$ cat src/rtl/dtree_event_buffer_pkg.sv
// Shared widths and the classification record carried by dtree events.
// An event is stored as {timestamp, level, path}.
package dtree_event_buffer_pkg;
  localparam int LEVEL_W    = 2;
  localparam int PATH_W     = 2;
  localparam int NUM_LEVELS = 4;

  typedef struct packed {
    logic [LEVEL_W-1:0] level;
    logic [PATH_W-1:0]  path;
  } class_t;

  function automatic int ev_width(input int ts_width);
    return ts_width + LEVEL_W + PATH_W;
  endfunction
endpackage

$ cat src/rtl/dtree_event_buffer_if.sv
// Valid/ready event stream from the buffer head to the readout consumer.
interface dtree_event_buffer_if
  import dtree_event_buffer_pkg::*;
#(
  parameter int TS_WIDTH = 24
);
  logic [TS_WIDTH-1:0] ev_timestamp;
  logic [LEVEL_W-1:0]  ev_level;
  logic [PATH_W-1:0]   ev_path;
  logic                ev_valid;
  logic                ev_ready;

  modport master (output ev_timestamp, ev_level, ev_path, ev_valid, input ev_ready);
  modport slave  (input ev_timestamp, ev_level, ev_path, ev_valid, output ev_ready);
endinterface

$ cat src/rtl/dtree_event_buffer_sync_fifo.sv
// Pointer FIFO (extra wrap bit) with a registered head word and registered valid;
// the head register is loaded with bypass when the next head is being written.
module sync_fifo #(
  parameter int WIDTH = 28,
  parameter int DEPTH = 16
) (
  input  logic                   clk,
  input  logic                   reset,
  input  logic                   i_push,
  input  logic [WIDTH-1:0]       i_wdata,
  input  logic                   i_pop,
  output logic [WIDTH-1:0]       o_rdata,
  output logic                   o_full,
  output logic                   o_empty,
  output logic [$clog2(DEPTH):0] o_fill
);
  localparam int AW = $clog2(DEPTH);
  localparam logic [AW:0] FULL_CNT = (AW+1)'(DEPTH);

  logic [WIDTH-1:0] r_mem [DEPTH];
  logic [AW:0]      r_wptr;
  logic [AW:0]      r_rptr;
  logic [WIDTH-1:0] r_rdata;
  logic             r_vld;

  logic [AW:0]      w_fill;
  logic             w_full;
  logic             w_pop;
  logic             w_push;
  logic [AW:0]      w_wptr_nxt;
  logic [AW:0]      w_rptr_nxt;
  logic [AW:0]      w_fill_nxt;
  logic [AW-1:0]    w_head_idx;

  assign w_fill     = r_wptr - r_rptr;
  assign w_full     = (w_fill == FULL_CNT);
  assign w_pop      = i_pop & r_vld;
  assign w_push     = i_push & (~w_full | w_pop);
  assign w_wptr_nxt = r_wptr + (AW+1)'(w_push);
  assign w_rptr_nxt = r_rptr + (AW+1)'(w_pop);
  assign w_fill_nxt = w_wptr_nxt - w_rptr_nxt;
  assign w_head_idx = w_rptr_nxt[AW-1:0];

  always_ff @(posedge clk) begin
    if (w_push) r_mem[r_wptr[AW-1:0]] <= i_wdata;
  end

  // Head register: refreshed whenever the FIFO stays non-empty, held otherwise.
  always_ff @(posedge clk) begin
    if (reset) begin
      r_wptr  <= '0;
      r_rptr  <= '0;
      r_rdata <= '0;
      r_vld   <= 1'b0;
    end else begin
      r_wptr <= w_wptr_nxt;
      r_rptr <= w_rptr_nxt;
      r_vld  <= (w_fill_nxt != '0);
      if (w_fill_nxt != '0) begin
        if (w_push && (w_head_idx == r_wptr[AW-1:0])) r_rdata <= i_wdata;
        else                                          r_rdata <= r_mem[w_head_idx];
      end
    end
  end

  assign o_rdata = r_rdata;
  assign o_full  = w_full;
  assign o_empty = ~r_vld;
  assign o_fill  = w_fill;
endmodule

$ cat src/rtl/dtree_event_buffer.sv
// Timestamps dtree classification results, buffers them for a stalling consumer,
// and keeps saturating per-level spike counts plus drop/overflow accounting.
module dtree_event_buffer
  import dtree_event_buffer_pkg::*;
#(
  parameter int DEPTH      = 16,
  parameter int TS_WIDTH   = 24,
  parameter int CNT_WIDTH  = 16,
  parameter int DROP_WIDTH = 8
) (
  input  logic                            clk,
  input  logic                            reset,
  input  logic [LEVEL_W-1:0]              in_level,
  input  logic [PATH_W-1:0]               in_path,
  input  logic                            in_valid,
  input  logic                            clear,
  dtree_event_buffer_if.master            ev,
  output logic [NUM_LEVELS*CNT_WIDTH-1:0] level_count,
  output logic [DROP_WIDTH-1:0]           drop_count,
  output logic                            overflow,
  output logic [$clog2(DEPTH):0]          fill
);
  localparam int EV_W = TS_WIDTH + LEVEL_W + PATH_W;

  function automatic logic [CNT_WIDTH-1:0] sat_cnt(input logic [CNT_WIDTH-1:0] v);
    return (&v) ? v : v + 1'b1;
  endfunction

  function automatic logic [DROP_WIDTH-1:0] sat_drop(input logic [DROP_WIDTH-1:0] v);
    return (&v) ? v : v + 1'b1;
  endfunction

  logic [TS_WIDTH-1:0]  r_ts;
  logic [CNT_WIDTH-1:0] r_cnt [NUM_LEVELS];
  logic [DROP_WIDTH-1:0] r_drop;
  logic                 r_ovf;

  logic [EV_W-1:0]      w_head;
  logic                 w_full;
  logic                 w_empty;
  logic                 w_pop;
  logic                 w_push;
  logic                 w_drop;

  assign w_pop  = ~w_empty & ev.ev_ready;
  assign w_push = in_valid & (~w_full | w_pop);
  assign w_drop = in_valid & w_full & ~w_pop;

  always_ff @(posedge clk) begin
    if (reset) r_ts <= '0;
    else       r_ts <= r_ts + 1'b1;
  end

  sync_fifo #(
    .WIDTH (EV_W),
    .DEPTH (DEPTH)
  ) u_fifo (
    .clk     (clk),
    .reset   (reset),
    .i_push  (w_push),
    .i_wdata ({r_ts, in_level, in_path}),
    .i_pop   (w_pop),
    .o_rdata (w_head),
    .o_full  (w_full),
    .o_empty (w_empty),
    .o_fill  (fill)
  );

  // Counters see every classified spike; clear takes priority over counting and drops.
  always_ff @(posedge clk) begin
    if (reset || clear) begin
      for (int k = 0; k < NUM_LEVELS; k++) r_cnt[k] <= '0;
      r_drop <= '0;
      r_ovf  <= 1'b0;
    end else begin
      if (in_valid) r_cnt[in_level] <= sat_cnt(r_cnt[in_level]);
      if (w_drop) begin
        r_drop <= sat_drop(r_drop);
        r_ovf  <= 1'b1;
      end
    end
  end

  always_comb begin
    level_count = '0;
    for (int k = 0; k < NUM_LEVELS; k++) level_count[k*CNT_WIDTH +: CNT_WIDTH] = r_cnt[k];
  end

  assign drop_count      = r_drop;
  assign overflow        = r_ovf;
  assign ev.ev_valid     = ~w_empty;
  assign ev.ev_timestamp = w_head[EV_W-1 -: TS_WIDTH];
  assign ev.ev_level     = w_head[LEVEL_W+PATH_W-1 -: LEVEL_W];
  assign ev.ev_path      = w_head[PATH_W-1:0];
endmodule

$ cat src/flat_wrapper.sv
// flat-port wrapper written by rule: the top's interface ports become plain ports
module dtree_event_buffer_flat import dtree_event_buffer_pkg::*;
#(
  parameter int DEPTH      = 16,
  parameter int TS_WIDTH   = 24,
  parameter int CNT_WIDTH  = 16,
  parameter int DROP_WIDTH = 8
)
  (clk, reset, in_level, in_path, in_valid, clear, level_count, drop_count, overflow, fill, ev_ev_timestamp, ev_ev_level, ev_ev_path, ev_ev_valid, ev_ev_ready);
  dtree_event_buffer_if #(.TS_WIDTH(TS_WIDTH)) ev_i ();
  input  logic clk;
  input  logic reset;
  input  logic [LEVEL_W-1:0] in_level;
  input  logic [PATH_W-1:0] in_path;
  input  logic in_valid;
  input  logic clear;
  output logic [NUM_LEVELS*CNT_WIDTH-1:0] level_count;
  output logic [DROP_WIDTH-1:0] drop_count;
  output logic overflow;
  output logic [$clog2(DEPTH):0] fill;
  output wire logic [$bits(ev_i.ev_timestamp)-1:0] ev_ev_timestamp;
  output wire logic [$bits(ev_i.ev_level)-1:0] ev_ev_level;
  output wire logic [$bits(ev_i.ev_path)-1:0] ev_ev_path;
  output wire logic [$bits(ev_i.ev_valid)-1:0] ev_ev_valid;
  input wire logic [$bits(ev_i.ev_ready)-1:0] ev_ev_ready;
  assign ev_ev_timestamp = ev_i.ev_timestamp;
  assign ev_ev_level = ev_i.ev_level;
  assign ev_ev_path = ev_i.ev_path;
  assign ev_ev_valid = ev_i.ev_valid;
  assign ev_i.ev_ready = ev_ev_ready;
  dtree_event_buffer #(.DEPTH(DEPTH), .TS_WIDTH(TS_WIDTH), .CNT_WIDTH(CNT_WIDTH), .DROP_WIDTH(DROP_WIDTH)) u_core (.clk(clk), .reset(reset), .in_level(in_level), .in_path(in_path), .in_valid(in_valid), .clear(clear), .ev(ev_i), .level_count(level_count), .drop_count(drop_count), .overflow(overflow), .fill(fill));
endmodule
$ cat config.mk
export PLATFORM = sky130hd
export DESIGN_NAME = dtree_event_buffer_flat
export DESIGN_NICKNAME = d
export VERILOG_FILES = /design/src/rtl/dtree_event_buffer_pkg.sv /design/src/rtl/dtree_event_buffer_if.sv /design/src/rtl/dtree_event_buffer_sync_fifo.sv /design/src/rtl/dtree_event_buffer.sv /design/src/flat_wrapper.sv
export SDC_FILE = /design/constraint.sdc
export NUM_CORES = 1
export LEC_CHECK = 0
export CAP_MARGIN = 15
export CORE_MARGIN = 5
export CORE_UTILIZATION = 58
export CTS_CLUSTER_DIAMETER = 100
export DETAILED_ROUTE_END_ITERATION = 16
export GPL_ROUTABILITY_DRIVEN = 0
export PLACE_DENSITY = 0.78
export SYNTH_ARGS = -nofsm -noshare
export SYNTH_HDL_FRONTEND = slang
export SYNTH_SLANG_ARGS = --single-unit
$ cat constraint.sdc
create_clock -name clk -period 5.1 [get_ports clk]
set_input_delay 1.02 -clock clk [delete_from_list [all_inputs] [get_ports clk]]
set_output_delay 1.02 -clock clk [all_outputs]
set_load 0.02 [all_outputs]
## Word level (Yosys, flattened, before mapping)

Memory sizes are Yosys's and may differ from the RTL's. A register that Yosys moved wholly into a read port is not among the register bits.
Index checks and enable logic that the tools add are counted.

| operators by class | value |
|---|---|
| bitwise logic cells | 11 |
| reduce and logical (&&, ||, !) cells | 6 |
| eq/ne operators | 1 |
| mux-type cells | 11 |
| add/sub/neg operators | 7 |

Operators with widths:

| cell | count |
|---|---|
| 16-bit 2-to-1 mux | 2 |
| 24-bit by 1-bit adder with 24-bit output (second input constant) | 1 |
| 16-bit by 1-bit adder with 16-bit output (second input constant) | 1 |
| 16-bit AND reduction | 1 |
| 16-bit OR reduction | 1 |
| 5-bit by 1-bit adder with 5-bit output | 2 |
| 5-bit subtractor | 2 |
| 8-bit by 1-bit adder with 8-bit output (second input constant) | 1 |
| 1-bit 2-to-1 mux | 8 |
| 8-bit AND reduction | 1 |
| 1-bit bitwise AND | 6 |
| 5-bit equality test (second input constant) | 1 |
| 5-bit nonzero test | 1 |
| 1-bit inverter | 3 |
| 2-bit 2-to-1 mux | 1 |
| 1-bit bitwise OR | 2 |
| 2-bit AND reduction | 1 |
| 1-bit logical OR | 1 |

| storage, ports and cells | value |
|---|---|
| memories | 2 |
| bits in writable memories | 512 |
| output and inout bits | 107 |
| flip-flop bits (word level) | 44 |

Memories:

| name | depth | bits a word | read ports | clocked after Yosys merged registers in | wr ports | line | source |
|---|---|---|---|---|---|---|---|
| u_core.u_fifo.r_mem | 16 | 28 | 1 | 1 | 1 | dtree_event_buffer_sync_fifo.sv:20 | `logic [WIDTH-1:0] r_mem [DEPTH];` |
| u_core.r_cnt | 4 | 16 | 5 | 0 | 4 | dtree_event_buffer.sv:34 | `logic [CNT_WIDTH-1:0] r_cnt [NUM_LEVELS];` |

## Logic depth before layout (Yosys ltp)

| logic depth | value |
|---|---|
| word-level depth | 9 |
| depth in mapped cells | 20 |

## By module

Synthesis repeated with hierarchy kept, for this count alone.

| unflattened totals | value |
|---|---|
| cell total of the unflattened synthesis | 1263 |
| area, all modules | 24223.2 sq um |

Modules (own cells, without submodules):

| module | times used | cells an instance | area an instance (sq um) |
|---|---|---|---|
| sync_fifo | 1 | 837 | 19441.1 |
| dtree_event_buffer | 1 | 426 | 4782.1 |

## Worst setup path before layout

No wires, ideal clock.

| timing path | value |
|---|---|
| path kind | register to register |
| from | reg u_core.u_fifo.r_wptr[0] |
| to | mem u_core.u_fifo.r_mem[0][0] (enable) |
| buffers on the path | 0 |
| path slack | 0.357 ns |
| period minus slack after synthesis | 4.743 ns |
| cell stages (with the launch flop) | 11 |
| required time | 4.652 ns |
| setup time | 0.448 ns |
| arrival | 4.294 ns |
| cell sequence | dfxtp_1 inv_1 ha_1 fa_1 nand2b_1 a21oi_1 xor2_1 inv_1 a31oi_1 nand3_1 nor3_1 |

| on the way | value |
|---|---|
| word-level cells in the longest chain between the ends | 8 |
| elaborated cells between the ends (all ways) | 9 |
| those cells by class | 1 x add/sub; 1 x eq/ne; 2 x mux; 5 x bitwise |

Ends and longest elaborated chain:

| what | line | source |
|---|---|---|
| start, declared | dtree_event_buffer_sync_fifo.sv:21 | `logic [AW:0] r_wptr;` |
| start signal, assigned | dtree_event_buffer_sync_fifo.sv:56 | `r_wptr <= w_wptr_nxt;` |
| 5-bit subtractor * | dtree_event_buffer_sync_fifo.sv:35 | `assign w_fill = r_wptr - r_rptr;` |
| net fill[4] | flat_wrapper.sv:20 | `output logic [$clog2(DEPTH):0] fill;` |
| 5-bit equality test * | dtree_event_buffer_sync_fifo.sv:36 | `assign w_full = (w_fill == FULL_CNT);` |
| 1-bit inverter * | dtree_event_buffer_sync_fifo.sv:38, dtree_event_buffer.sv:46 |  |
| 1-bit bitwise OR | dtree_event_buffer.sv:46 | `assign w_push = in_valid & (~w_full \| w_pop);` |
| 1-bit bitwise AND | dtree_event_buffer.sv:46 |  |
| 1-bit bitwise AND * | dtree_event_buffer_sync_fifo.sv:38 | `assign w_push = i_push & (~w_full \| w_pop);` |
| 1-bit 2-to-1 mux * | dtree_event_buffer_sync_fifo.sv:45 | `if (w_push) r_mem[r_wptr[AW-1:0]] <= i_wdata;` |
| 1-bit 2-to-1 mux (implied by the code) * | dtree_event_buffer_sync_fifo.sv:45 |  |
| end, declared | dtree_event_buffer_sync_fifo.sv:20 |  |

Mark *: on every way through the listed nets, which the timed path passes. The rest lies on a longest branch.

## Worst setup path in the final report

| timing path | value |
|---|---|
| from | reg u_core.u_fifo.r_wptr[0] |
| to | reg u_core.u_fifo.r_rdata[9], in the netlist u_core.u_fifo.o_rdata[9], read port of u_core.u_fifo.r_mem |

| on the way | value |
|---|---|
| word-level cells in the longest chain between the ends | 9 |
| elaborated cells between the ends (all ways) | 10 |
| those cells by class | 3 x add/sub; 1 x eq/ne; 5 x bitwise; 1 x reduce/logical |

Ends and longest elaborated chain:

| what | line | source |
|---|---|---|
| 5-bit subtractor | dtree_event_buffer_sync_fifo.sv:35 |  |
| 5-bit equality test | dtree_event_buffer_sync_fifo.sv:36 |  |
| 1-bit inverter | dtree_event_buffer_sync_fifo.sv:38, dtree_event_buffer.sv:46 |  |
| 1-bit bitwise OR | dtree_event_buffer.sv:46 |  |
| 1-bit bitwise AND | dtree_event_buffer.sv:46 |  |
| 1-bit bitwise AND | dtree_event_buffer_sync_fifo.sv:38 |  |
| 5-bit by 1-bit adder with 5-bit output * | dtree_event_buffer_sync_fifo.sv:39 | `assign w_wptr_nxt = r_wptr + (AW+1)'(w_push);` |
| 5-bit subtractor * | dtree_event_buffer_sync_fifo.sv:41 | `assign w_fill_nxt = w_wptr_nxt - w_rptr_nxt;` |
| 5-bit nonzero test * | dtree_event_buffer_sync_fifo.sv:59 | `if (w_fill_nxt != '0) begin` |
| end, declared | dtree_event_buffer_sync_fifo.sv:23 | `logic [WIDTH-1:0] r_rdata;` |

Every way passes the cells marked *; elsewhere a longest branch is shown, timed or not.
A chain may end at the register's enable or synchronous reset.

==> out/summary.txt <==
Final min period: 4.78 ns
Measured slew at the worst slew-check pin: 1.04 ns
Status: finished, final reports clean
Fmax: 209 MHz
Max-cap violation count: 0
Routed wire length on met2: 29.1 mm
Worst min-delay path class: reg -> reg
Synth Instances: 1404
Initial DRC Count: 1734
Ys Warns: 0
Critical-path cell list: inv_1 > ha_1 > fa_1 > nand2b_1 > a21oi_1 > xor2_1 > inv_1 > a31oi_1 > ha_2 > a21bo_2 > nand2_1 > ha_1 > and3b_1 > nor4_1 > a2111oi_4 > a211oi_4 > o2111ai_1 > o31ai_1
Largest family of logic cells by synthesized area: multiplexers
# H-tree levels: 2
Delay-heaviest family, CP: compound AO/OA/AOI/OAI gates
Max incr delay on CP: 0.74 ns
Metal3 WL: 4.70 mm
I/O pin count: 116
Syn Nets: 1429
Die area: 0.0452 mm2
Inserted Clock Buffers: 56
Clock root buffer: clkbuf_16
Worst-path clk slew: 0.06 ns
Syn-to-layout area delta: 17.0%
Worst Path Class, Setup: reg -> reg
Initial cell density of the core: 0.585
Post-Synth XOR/XNOR Area: 0.0159
Synth Area in Simple Gates: 0.0672
Share of cells above drive strength 1: 0.197
Internal reg-to-reg setup slack: 0.32 ns
Met1 wire length: 21.5 mm
CTS tree: done
Cell area after synthesis: 0.0238 mm2
Required @ worst endpoint: 5.62 ns
Total GRT Usage: 0.254
Synth Area in Compound Gates: 0.0477
Overflow after GRT: 0
Synth Register Bits: 584
Insertion delay to the later sink of the worst-skew pair: 0.62 ns
CTS Buffer Depth: 3
Worst Path Arrival: 5.29 ns
First-pass GRT wire length: 85.6 mm
PwrDens: 450 mW/mm2
Filler cell count in the final layout: 2533
Fin util: 0.684
WL per Instance: 26.8 um
Final setup violation count: 0
Hold WS: 0.476 ns
DRC: 0
Slew Viols, Final: 0
Cell variety after synth: 52
Row Count: 74
Critical-path top delay cell: a211oi_4
Worst clock skew: 0.0228 ns
Die width: 213 um
I/O Buffers: 115
Die Ht: 213 um
Final period util: 0.936
Slew headroom: 0.303
Vias in the first global route: 13957
Ant diodes: 0
Mapped Avg Cell Area: 17.0 um2
Synth Area in Adders: 0.00872
Routed Antenna Nets: 0
Largest net degree at the start of global routing: 114
Peak supply drop: 295 uV
Drt pass-1 iters: 5
Setup crit end kind: flip-flop
CP Launch Type: flip-flop
Post-synth EDFFs: 512
Leak pwr: 9.27 nW
Antenna violations before repair: 0
Register area share after synthesis: 0.706
Dpl hpwl: 32.8 mm
Critical path buffers and inverters: 2
Top Metal Used: met4
Placeable core region: 0.0407 mm2
Routed vias: 13724
CTS Sinks: 584
Ys flop type: edfxtp_1
Drt via density: 6.42
Register area: 0.0168 mm2
# nets final: 1583
Worst-path fanout max: 14
Post-synth ARST share: 0
Final std cells w/o fill: 2138
Mux share of post-synthesis cell area: 0.136
Final wirelength: 57.2 mm
Cells after DPL: 2026
Endpoints failing hold: 0
Area occupied by multi-input gates: 0.00679 mm2
power by group:
part	internal (W)	switching, W	leakage, nW
registers	0.00538	0.000182	5.45
clock network	0.00244	0.00178	0.924
logic	0.00129	0.00147	2.89
worst paths after layout:
kind | startpoint | to | cells past startpoint
setup / recovery | u_core.u_fifo.r_wptr[0]$_SDFF_PP0_ | u_core.u_fifo.o_rdata[9]$_SDFFE_PP0P_ | 18
hold / removal | u_core.overflow$_SDFFE_PP0P_ | u_core.overflow$_SDFFE_PP0P_ | 2
hold reg to reg | u_core.overflow$_SDFFE_PP0P_ | u_core.overflow$_SDFFE_PP0P_ | 2
setup reg to reg | u_core.u_fifo.r_wptr[0]$_SDFF_PP0_ | u_core.u_fifo.o_rdata[9]$_SDFFE_PP0P_ | 18
area by class of cell:
cell class / instances / share of cell area
clock inverter: 24 / 0.0101
clock buffer: 82 / 0.0574
sequential: 584 / 0.603
multi-input combinational: 716 / 0.244
tap: 532 / 0.0239
timing repair buffer: 180 / 0.0589
inverter: 20 / 0.00269
sequential cells by signal, indices dropped and copies added, names as in the netlist:
name,cells
u_core.u_fifo.r_vld,1
u_core.u_fifo.r_rptr,5
u_core.overflow,1
u_core.r_cnt,64
u_core.u_fifo.r_wptr,5
u_core.u_fifo.o_rdata,28
u_core.r_ts,24
u_core.u_fifo.r_mem,448
u_core.drop_count,8
synth_stat cells, types with 9 or more instances:
cell,count,area [um2]
o31ai_1,33,248
and2_1,34,213
o2111ai_1,28,245
nor3_1,12,60.1
buf_2,23,115
nor2_1,122,458
a211oi_1,30,225
xnor2_1,24,210
a31oi_1,29,181
nand3_1,20,100
xor2_1,14,123
inv_1,19,71.3
dfxtp_1,72,1440
ha_1,15,188
edfxtp_1,512,15400
mux4_2,127,2860
a21oi_1,15,75.1
clkbuf_1,52,195
or3_1,9,56.3
nand4_1,10,62.6
mux2i_1,35,350
o21ai_0,9,45.0
nand2_1,86,323
per-stage QoR:
stage | area [um2] | power, W | TNS, ns | worst slack [ns]
after CTS | 27800 | 0.0125 | 0 | 0.0545
after global placement | 25900 | 0.00825 | -4.82 | -0.173
after detailed placement | 25900 | 0.00830 | -6.99 | -0.263
after global routing | 27900 | 0.0130 | -0.0253 | -0.0129
after floorplan | 23800 | 0.00739 | 0 | 0.357
final | 27900 | 0.0125 | 0 | 0.324
worst min-delay path: stages (launching register included):
cell and delay (ns):
dfxtp_1 0.33, nor2_1 0.05, nor2_1 0.07
logic make-up (layout without fill, tap and decap cells):
kind of cell | Yosys count | in the layout
AO/OA/AOI/OAI | 159 | 160
flip-flops | 584 | 584
XOR/XNOR | 40 | 40
buffers and inverters | 105 | 306
adder cells (fa/ha/maj) | 16 | 16
AND/OR/NAND/NOR | 337 | 337
multiplexers | 163 | 163
layer usage:
metal	GRT usage	up-vias
met1	0.345	7014
li1	-	5888
met5	0	-
met4	0.0839	0
met3	0.0445	113
met2	0.426	709
repair_timing:
action,CTS,global route
endpoints found under the setup margin,29,29
setup buffers,0,5
hold buffers,0,0
hold endpoints to repair,0,0
pin swaps,1,3
gates resized for setup,2,3
gates cloned,1,0
placed cells by master (no fill, tap or decap), types with 7 or more instances in the layout:
cell and count:
a211oi_1 29, a21oi_1 15, a31oi_1 29, and2_1 34, buf_4 64, clkbuf_1 16
clkbuf_16 56, clkbuf_8 10, clkdlybuf4s50_1 113, clkinv_2 11, dfxtp_1 72, edfxtp_1 512
ha_1 12, inv_1 19, mux2i_1 35, mux4_2 127, nand2_1 86, nand2b_1 7
nand3_1 20, nand4_1 10, nor2_1 110, nor2_4 12, nor3_1 7, nor4_1 7
o2111ai_1 28, o21ai_0 9, o31ai_1 32, or3_1 9, xnor2_1 23, xor2_1 13
Power figures use the tool's default switching activity.
